==> src/rtl/abl_if.sv <==
// Control and result signals of the low address byte stage, grouped for the sequencer
// (master) and the datapath (slave).
interface abl_if;
  logic       ff;
  logic [1:0] vec;
  logic [7:0] DB;
  logic [7:0] REG;
  logic [3:0] op;
  logic [1:0] ci_sel;
  logic       ld_pc;
  logic       inc_pc;
  logic [7:0] ADL;
  logic       CO;
  logic       CC;
  logic [7:0] PCL;
  logic       pc_co;

  modport master (
    output ff, vec, DB, REG, op, ci_sel, ld_pc, inc_pc,
    input  ADL, CO, CC, PCL, pc_co
  );

  modport slave (
    input  ff, vec, DB, REG, op, ci_sel, ld_pc, inc_pc,
    output ADL, CO, CC, PCL, pc_co
  );
endinterface

==> src/rtl/abl.sv <==
// Address Bus Low stage: base + offset + carry adder producing ADL/CO, with the registered
// ABL, page-cross carry CC and program counter low byte PCL.
module abl #(
  parameter logic [7:0] RESET_ABL = 8'hFC
) (
  input logic  clk,
  input logic  rst_n,
  abl_if.slave bus
);

  logic [7:0] r_abl;
  logic [7:0] r_pcl;
  logic       r_cc;

  logic [7:0] w_base;
  logic [7:0] w_off;
  logic       w_ci;
  logic [8:0] w_sum;
  logic [7:0] w_adl;
  logic       w_co;

  always_comb begin
    w_base = 8'h00;
    unique case (bus.op[3:2])
      2'b00: w_base = 8'h00;
      2'b01: w_base = r_abl;
      2'b10: w_base = r_pcl;
      2'b11: w_base = bus.DB;
    endcase

    w_off = 8'h00;
    unique case (bus.op[1:0])
      2'b00: w_off = 8'h00;
      2'b01: w_off = bus.REG;
      2'b10: w_off = 8'hFF;
      2'b11: w_off = bus.DB;
    endcase

    // ci_sel 11 is reserved and behaves like 00
    w_ci = 1'b0;
    unique case (bus.ci_sel)
      2'b00: w_ci = 1'b0;
      2'b01: w_ci = 1'b1;
      2'b10: w_ci = r_cc;
      2'b11: w_ci = 1'b0;
    endcase

    w_sum = {1'b0, w_base} + {1'b0, w_off} + {8'h00, w_ci};

    // Vector mode overrides the adder and suppresses the carry
    if (bus.ff) begin
      w_adl = {5'b11111, bus.vec, 1'b0};
      w_co  = 1'b0;
    end else begin
      w_adl = w_sum[7:0];
      w_co  = w_sum[8];
    end
  end

  always_ff @(posedge clk or negedge rst_n) begin
    if (!rst_n) begin
      r_abl <= RESET_ABL;
      r_cc  <= 1'b0;
      r_pcl <= 8'h00;
    end else begin
      r_abl <= w_adl;
      r_cc  <= w_co;
      if (bus.ld_pc) begin
        r_pcl <= r_abl + {7'b0000000, bus.inc_pc};
      end
    end
  end

  assign bus.ADL   = w_adl;
  assign bus.CO    = w_co;
  assign bus.CC    = r_cc;
  assign bus.PCL   = r_pcl;
  assign bus.pc_co = bus.ld_pc & bus.inc_pc & (r_abl == 8'hFF);

endmodule
==> src/flat_wrapper.sv <==
// flat-port wrapper written by rule: the top's interface ports become plain ports
module abl_flat 
#(
  parameter logic [7:0] RESET_ABL = 8'hFC
)
  (clk, rst_n, bus_ff, bus_vec, bus_DB, bus_REG, bus_op, bus_ci_sel, bus_ld_pc, bus_inc_pc, bus_ADL, bus_CO, bus_CC, bus_PCL, bus_pc_co);
  abl_if bus_i ();
  input logic clk;
  input logic rst_n;
  input wire logic [$bits(bus_i.ff)-1:0] bus_ff;
  input wire logic [$bits(bus_i.vec)-1:0] bus_vec;
  input wire logic [$bits(bus_i.DB)-1:0] bus_DB;
  input wire logic [$bits(bus_i.REG)-1:0] bus_REG;
  input wire logic [$bits(bus_i.op)-1:0] bus_op;
  input wire logic [$bits(bus_i.ci_sel)-1:0] bus_ci_sel;
  input wire logic [$bits(bus_i.ld_pc)-1:0] bus_ld_pc;
  input wire logic [$bits(bus_i.inc_pc)-1:0] bus_inc_pc;
  output wire logic [$bits(bus_i.ADL)-1:0] bus_ADL;
  output wire logic [$bits(bus_i.CO)-1:0] bus_CO;
  output wire logic [$bits(bus_i.CC)-1:0] bus_CC;
  output wire logic [$bits(bus_i.PCL)-1:0] bus_PCL;
  output wire logic [$bits(bus_i.pc_co)-1:0] bus_pc_co;
  assign bus_i.ff = bus_ff;
  assign bus_i.vec = bus_vec;
  assign bus_i.DB = bus_DB;
  assign bus_i.REG = bus_REG;
  assign bus_i.op = bus_op;
  assign bus_i.ci_sel = bus_ci_sel;
  assign bus_i.ld_pc = bus_ld_pc;
  assign bus_i.inc_pc = bus_inc_pc;
  assign bus_ADL = bus_i.ADL;
  assign bus_CO = bus_i.CO;
  assign bus_CC = bus_i.CC;
  assign bus_PCL = bus_i.PCL;
  assign bus_pc_co = bus_i.pc_co;
  abl #(.RESET_ABL(RESET_ABL)) u_core (.clk(clk), .rst_n(rst_n), .bus(bus_i));
endmodule
==> config.mk <==
export PLATFORM = sky130hd
export DESIGN_NAME = abl_flat
export DESIGN_NICKNAME = d
export VERILOG_FILES = /design/src/rtl/abl_if.sv /design/src/rtl/abl.sv /design/src/flat_wrapper.sv
export SDC_FILE = /design/constraint.sdc
export NUM_CORES = 1
export LEC_CHECK = 0
export ABC_AREA = 1
export CORE_MARGIN = 5
export CORE_UTILIZATION = 35
export DETAILED_ROUTE_END_ITERATION = 6
export GPL_ROUTABILITY_DRIVEN = 0
export GPL_TIMING_DRIVEN = 0
export HOLD_SLACK_MARGIN = 0.12
export PLACE_DENSITY = 0.65
export SYNTH_ARGS = -nofsm -noshare
export SYNTH_HDL_FRONTEND = slang
export SYNTH_SLANG_ARGS = --single-unit
export TNS_END_PERCENT = 50
==> constraint.sdc <==
create_clock -name clk -period 2.9 [get_ports clk]
set_input_delay 0.29 -clock clk [delete_from_list [all_inputs] [get_ports clk]]
set_output_delay 0.29 -clock clk [all_outputs]
set_load 0.02 [all_outputs]
==> reports/results.ini, run 1 <==
[global_routing]
grt_pass1_wl_um = 7000
grt_max_degree = 18
first_global_vias = 1572
grt-ovfl-total = 0
grtUsageTotal_pct = 16.6
antenna_found_initial = 0

[synth]
yosys.area_share.simple_pct = 30.6
avgSynthCellArea_um2 = 6.77
synthAdderAreaFrac_pct = 11.7
netlist_area_mm2 = 0.00141
synth.distinct_cells = 28
synth-compound-area-share_pct = 15.0
synth_cells = 208
ys_seq_area_share_pct = 30.7
synth_top_family_by_area = simple AND/OR/NAND/NOR gates
yosys_warnings = 0
ys_ff_latch = 17
muxShareOfSynthArea_pct = 0
synth.net_count = 249
synth_xor_area_share_pct = 1.24

[pwr]
p_sw_uw = 426
vdd_drop_max_mv = 0.221
p_int_uw = 641
p_leak_nw = 1.05
power_density_mw_per_mm2 = 504
p_seq_share_pct = 32.1
switching_share_pct = 39.9
clockPowerShare_pct = 17.1
combinationalPowerShare_pct = 50.8
total_power_mw = 1.07

[timing]
layout_setup_ws_ns = 0.0774
period_needed_ns = 2.82
slew_violations = 0
finalClockSkew_ns = 0.000953
relSlewSlack_pct = 47.8
grt_setup_unrepaired = true
timing_hold_violations_final = 0
tightest_slew_ns = 0.781
clock.fmax_mhz = 354
fin_crit_sh_pct = 97.3
finalSetupViolCount = 0
fin_tns_setup_ns = 0

[worst_setup_path]
startpoint = bus_ci_sel[0]
cp.arrival_ns = 2.53
crit_path_max_fanout = 3
cp_slowest_stage_delay_ns = 0.46
cp-end-kind = output port
cp_cell_sequence = clkdlybuf4s50_1 -> inv_1 -> ha_4 -> nor2_2 -> a21oi_2 -> fa_2 -> inv_2 -> fa_2 -> nand2_2 -> nand3_2 -> nand3_1 -> nand2_1 -> nand2_1 -> nand3_1 -> buf_2
crit_required_ns = 2.61
crit_end = bus_ADL[6]
rrSetupSlack_ns = 0.41
criticalPathCategory = input pin to output port
worst_path_max_delay_cell = clkdlybuf4s50_1
r2r_end = u_core.r_abl[4]
r2r-start = u_core.bus.PCL[0]
critPathLaunchType = input pin
ff2ff_path_depth = 16

[cells_and_area]
area_growth_pct = 50.3
n_antenna_cell = 0
drive_gt1_share_pct = 20.2
finalNetCount = 309
stdcell_count = 317

[clocking]
clk_pin_slew_ns = 0.07
cts_buffer_depth = 2
clock_sinks = 17
cts_max_level = 1
cts_buffers = 3
hold_buffers = 0
insertion_delay_ns = 0.25
cts_root_buf = clkbuf_8
cts_tree = built

[detailed_routing]
drt_drc_violations_left = 0
drt-initial-drc-count = 96
ant_nets = 0
vias_per_cell = 4.76
totalWireLength_um = 4120
first_pass_iters = 4
wl_per_cell_um = 13.0
vias = 1510

[place]
dp_hpwl_um = 3240
dp_cells = 305
dpl_worst_slack_ns = -0.866
io_buffers = 47

[hold_path]
hold_class = input pin to async pin

[die]
ios = 48
die_area_mm2 = 0.00539
die_x_um = 73.4
die_y_um = 73.4
start_util_pct = 35.7
core_mm2 = 0.00394
rows = 23

[flow_run]
drv_cap = 0

[status]
outcome = complete, no violations

-- worst min-delay path by stage --
stage | slack (ns) | start | to | depth (start not counted)
final | 0.49 | rst_n | u_core.bus.PCL[1] | 1
after global placement | 0.50 | u_core.bus.PCL[7] | u_core.bus.PCL[7] | 2
after floorplan | -0.006 | rst_n | u_core.bus.CC | 0
after detailed placement | 0.50 | u_core.bus.PCL[7] | u_core.bus.PCL[7] | 2
after CTS | 0.52 | u_core.bus.PCL[7] | u_core.bus.PCL[7] | 2
after global routing | 0.57 | u_core.bus.PCL[7] | u_core.bus.PCL[7] | 2
-- power by group through the flow --
stage | sequential (mW) | combinational [mW] | clock [mW]
floorplan | 0.365 | 0.265 | 0
global placement | 0.343 | 0.491 | 0
detailed placement | 0.345 | 0.497 | 0
CTS | 0.341 | 0.526 | 0.188
global route | 0.350 | 0.611 | 0.202
finish | 0.342 | 0.543 | 0.183
-- cell usage after synthesis (all sizes together) --
| cell | n | area (um2) |
|---|---|---|
| a21oi | 6 | 30.0 |
| a31oi | 1 | 6.26 |
| and2 | 1 | 8.76 |
| buf | 1 | 5.00 |
| clkbuf | 1 | 3.75 |
| dfrtp | 11 | 275 |
| dfstp | 6 | 158 |
| fa | 2 | 40.0 |
| ha | 10 | 125 |
| inv | 38 | 143 |
| nand2 | 61 | 229 |
| nand3 | 18 | 95.1 |
| nand3b | 1 | 7.51 |
| nand4 | 2 | 12.5 |
| nor2 | 11 | 43.8 |
| nor4 | 1 | 6.26 |
| o211ai | 5 | 37.5 |
| o21a | 1 | 7.51 |
| o21ai | 23 | 115 |
| o221ai | 1 | 8.76 |
| o22ai | 1 | 6.26 |
| or2 | 4 | 27.5 |
| xor2 | 2 | 17.5 |
-- flip-flops by register name, summed over array words and instances (netlist names) --
signal	flops
u_core.bus.CC	1
u_core.r_abl	8
u_core.bus.PCL	8
-- stage by stage --
stage	instance area (um2)	util, %	hold WS (ns)
CTS	2060	52.3	0.520
floorplan	1410	-	-0.00559
finish	2120	53.7	0.491
global route	2120	53.7	0.570
global placement	1940	49.3	0.502
detailed placement	1940	49.3	0.501
-- critical path: cells and delay by family --
family                   cells  cell delay [ns]
AO/OA/AOI/OAI                1             0.12
AND/OR/NAND/NOR              7             0.54
buffers and inverters        4             0.76
adder cells (fa/ha/maj)      3             0.84
-- logic make-up after synthesis --
| family | after synthesis |
|---|---|
| buf+inv | 40 |
| xor+xnor | 2 |
| fa+ha+maj | 12 |
| simple gates | 99 |
| compound gates | 38 |
| flops | 17 |
-- layout make-up --
| class | count | area, um2 |
|---|---|---|
| Multi-Input combinational cell | 151 | 901 |
| Buffer | 1 | 5.00 |
| Sequential cell | 17 | 433 |
| Inverter | 38 | 143 |
| Fill cell | 386 | 1830 |
| Clock buffer | 4 | 45.0 |
| Timing Repair Buffer | 56 | 528 |
| Tap cell | 50 | 62.6 |
-- per-layer routing --
layer	global-route usage, %	up-vias	share of wire [%]
li1	-	789	-
met1	20.1	683	42
met2	29.3	34	52
met3	2.05	4	4.9
met4	7.04	0	1.1
met5	0	-	0
-- timing repair --
| action | in CTS | in global routing |
|---|---|---|
| pin swaps | 1 | 11 |
| setup buffers | 7 | 3 |
| resized for setup | 44 | 19 |
| setup endpoints to repair | 9 | 10 |
-- layout by cell type (no fill, tap or decap), types with 5 or more instances in the layout --
master and count:
nor2_1 8, ha_1 9, o211ai_1 5, nand2_1 58
o21ai_0 19, dfrtp_1 11, nand3_1 15, inv_1 31
clkdlybuf4s50_1 35, buf_4 9, dfstp_2 6, inv_2 7
Note: power is estimated with default switching activity, not from simulation.
==> run 2, diff against run 1 <==
CAP_MARGIN = 10   (was unset)
GPL_TIMING_DRIVEN = 1   (was 0)
==> run 2 against run 1 <==
Total power grew 2.9%. Non-clock buffer count grew 14. Sequential power is essentially flat. Combinational power grew 5.2%. Sequential share of layout area shrank 0.90 points. Count of clock-buffer cells in the layout shrank 1. Clock skew grew 0.00093 ns. Flip-flop and latch count is the same. Critical path depth shrank 2. Critical path type unchanged.
==> reports/results.ini, run 2 (same netlist as run 1, synthesis figures left out) <==
[worst_setup_path]
path_delay_family = adder cells
crit_required_ns = 2.61
rrSetupSlack_ns = 0.91
worst_path_max_delay_cell = clkdlybuf4s50_1
path_depth = 13
r2r-start = u_core.bus.PCL[0]
cp_cell_sequence = clkdlybuf4s50_1 -> ha_4 -> nor2_4 -> a21oi_4 -> fa_2 -> inv_2 -> fa_2 -> nand2_2 -> nand3_2 -> nand2_1 -> or2_2 -> nand3_2 -> buf_6
cp-end-kind = output port
crit_path_max_fanout = 3
cp_slowest_stage_delay_ns = 0.51
cp_num_buf_inv = 3
r2r_end = u_core.r_abl[6]
cp.arrival_ns = 2.52
criticalPathCategory = input pin to output port
ff2ff_path_depth = 13
critPathLaunchType = input pin

[place]
dp_hpwl_um = 3540
placed_area_mm2 = 0.00210
io_buffers = 47
dp_cells = 325
dpl_worst_slack_ns = -0.573

[die]
die_x_um = 73.4
ios = 48
die_area_mm2 = 0.00539
core_mm2 = 0.00394
rows = 23
start_util_pct = 35.7
die_y_um = 73.4

[detailed_routing]
met1_length_um = 1820
vias = 1588
topRoutingLayerUsed = met4
wl_met3_um = 214
ant_nets = 0
vias_per_cell = 4.80
drt-initial-drc-count = 68
first_pass_iters = 5
totalWireLength_um = 4220
met2_length_um = 2120
wl_per_cell_um = 12.7
drt_drc_violations_left = 0

[global_routing]
grt-ovfl-total = 0
grtUsageTotal_pct = 16.5
grt_max_degree = 18
grt_pass1_wl_um = 7090
first_global_vias = 1569
antenna_found_initial = 0

[clocking]
clk_pin_slew_ns = 0.07
clock_sinks = 17
cts_tree = built
cts_max_level = 1
cts_buffers = 3
cts_root_buf = clkbuf_8
hold_buffers = 0
cts_buffer_depth = 2
insertion_delay_ns = 0.25

[pwr]
p_int_uw = 666
clockPowerShare_pct = 16.7
vdd_drop_max_mv = 0.251
switching_share_pct = 39.4
p_leak_nw = 1.12
power_density_mw_per_mm2 = 496
p_seq_share_pct = 31.4
combinationalPowerShare_pct = 51.9
p_sw_uw = 433
total_power_mw = 1.10

[timing]
relSlewSlack_pct = 45.9
grt_setup_unrepaired = true
fin_tns_setup_ns = 0
tightest_slew_ns = 0.809
timing_hold_violations_final = 0
period_needed_ns = 2.81
holdWs_ns = 0.504
fin_crit_sh_pct = 96.9
layout_setup_ws_ns = 0.0906
finalSetupViolCount = 0
slew_violations = 0
clock.fmax_mhz = 356
finalClockSkew_ns = 0.00188

[flow_run]
drv_cap = 0

[status]
outcome = complete, no violations

[cells_and_area]
postLayoutCellArea_mm2 = 0.00221
final_cell_mix = nand2_1, clkdlybuf4s50_1, inv_1
finalNetCount = 323
drive_gt1_share_pct = 22.1
stdcell_count = 331
area_growth_pct = 57.2
n_antenna_cell = 0
fin_util_pct = 56.2
layout_commonest_cell = nand2_1

[hold_path]
hold_class = input pin to async pin

run 2: layout make-up:
class	count	area (um2)
multi-input cells	151	893
inverters	38	143
fillers	393	1730
clock inverters	1	5.00
repair buffers	71	637
flip-flops and latches	17	433
clock buffers	3	41.3
well taps	50	62.6
run 2: worst register-to-register path, cell delays in order, from the launching register on:
cell and delay [ns]:
dfrtp_1 0.38, inv_1 0.10, o21ai_2 0.06, a21oi_2 0.13, fa_2 0.22, inv_2 0.05
fa_2 0.36, nand2_2 0.08, nand3_2 0.08, nand3_1 0.10, nand2_1 0.06, nand2_1 0.07
nand3_2 0.09, buf_4 0.15
run 2: repair_timing:
item                                    CTS  global route
pin swaps                                 1             7
hold endpoints to repair                  0             0
endpoints found under the setup margin    8             9
setup buffers                             1             1
resized for setup                        31            30
run 2: worst max path at each step:
stage / startpoint / slack, ns / end
4_1_cts: bus_op[3] / -0.03 / bus_ADL[4]
5_1_grt: bus_ci_sel[0] / -0.01 / bus_ADL[4]
6_report: bus_ci_sel[1] / 0.09 / bus_ADL[4]
2_1_floorplan: bus_op[0] / 0.37 / bus_ADL[4]
3_5_place_dp: bus_op[3] / -0.57 / bus_ADL[4]
3_3_place_gp: bus_op[0] / -0.50 / bus_ADL[4]
run 2: power by group through the flow:
stage	Combinational (mW)	Sequential, mW	Clock (mW)
3_5_place_dp	0.552	0.348	0
3_3_place_gp	0.547	0.346	0
2_1_floorplan	0.265	0.365	0
5_1_grt	0.634	0.352	0.202
6_report	0.571	0.345	0.183
4_1_cts	0.551	0.344	0.189
run 2: routing by layer:
metal / GRT usage, % / vias to the layer above
met4: 4.63 / 0
met2: 29.8 / 41
met5: 0 / -
li1: - / 818
met1: 20.7 / 725
met3: 1.64 / 4
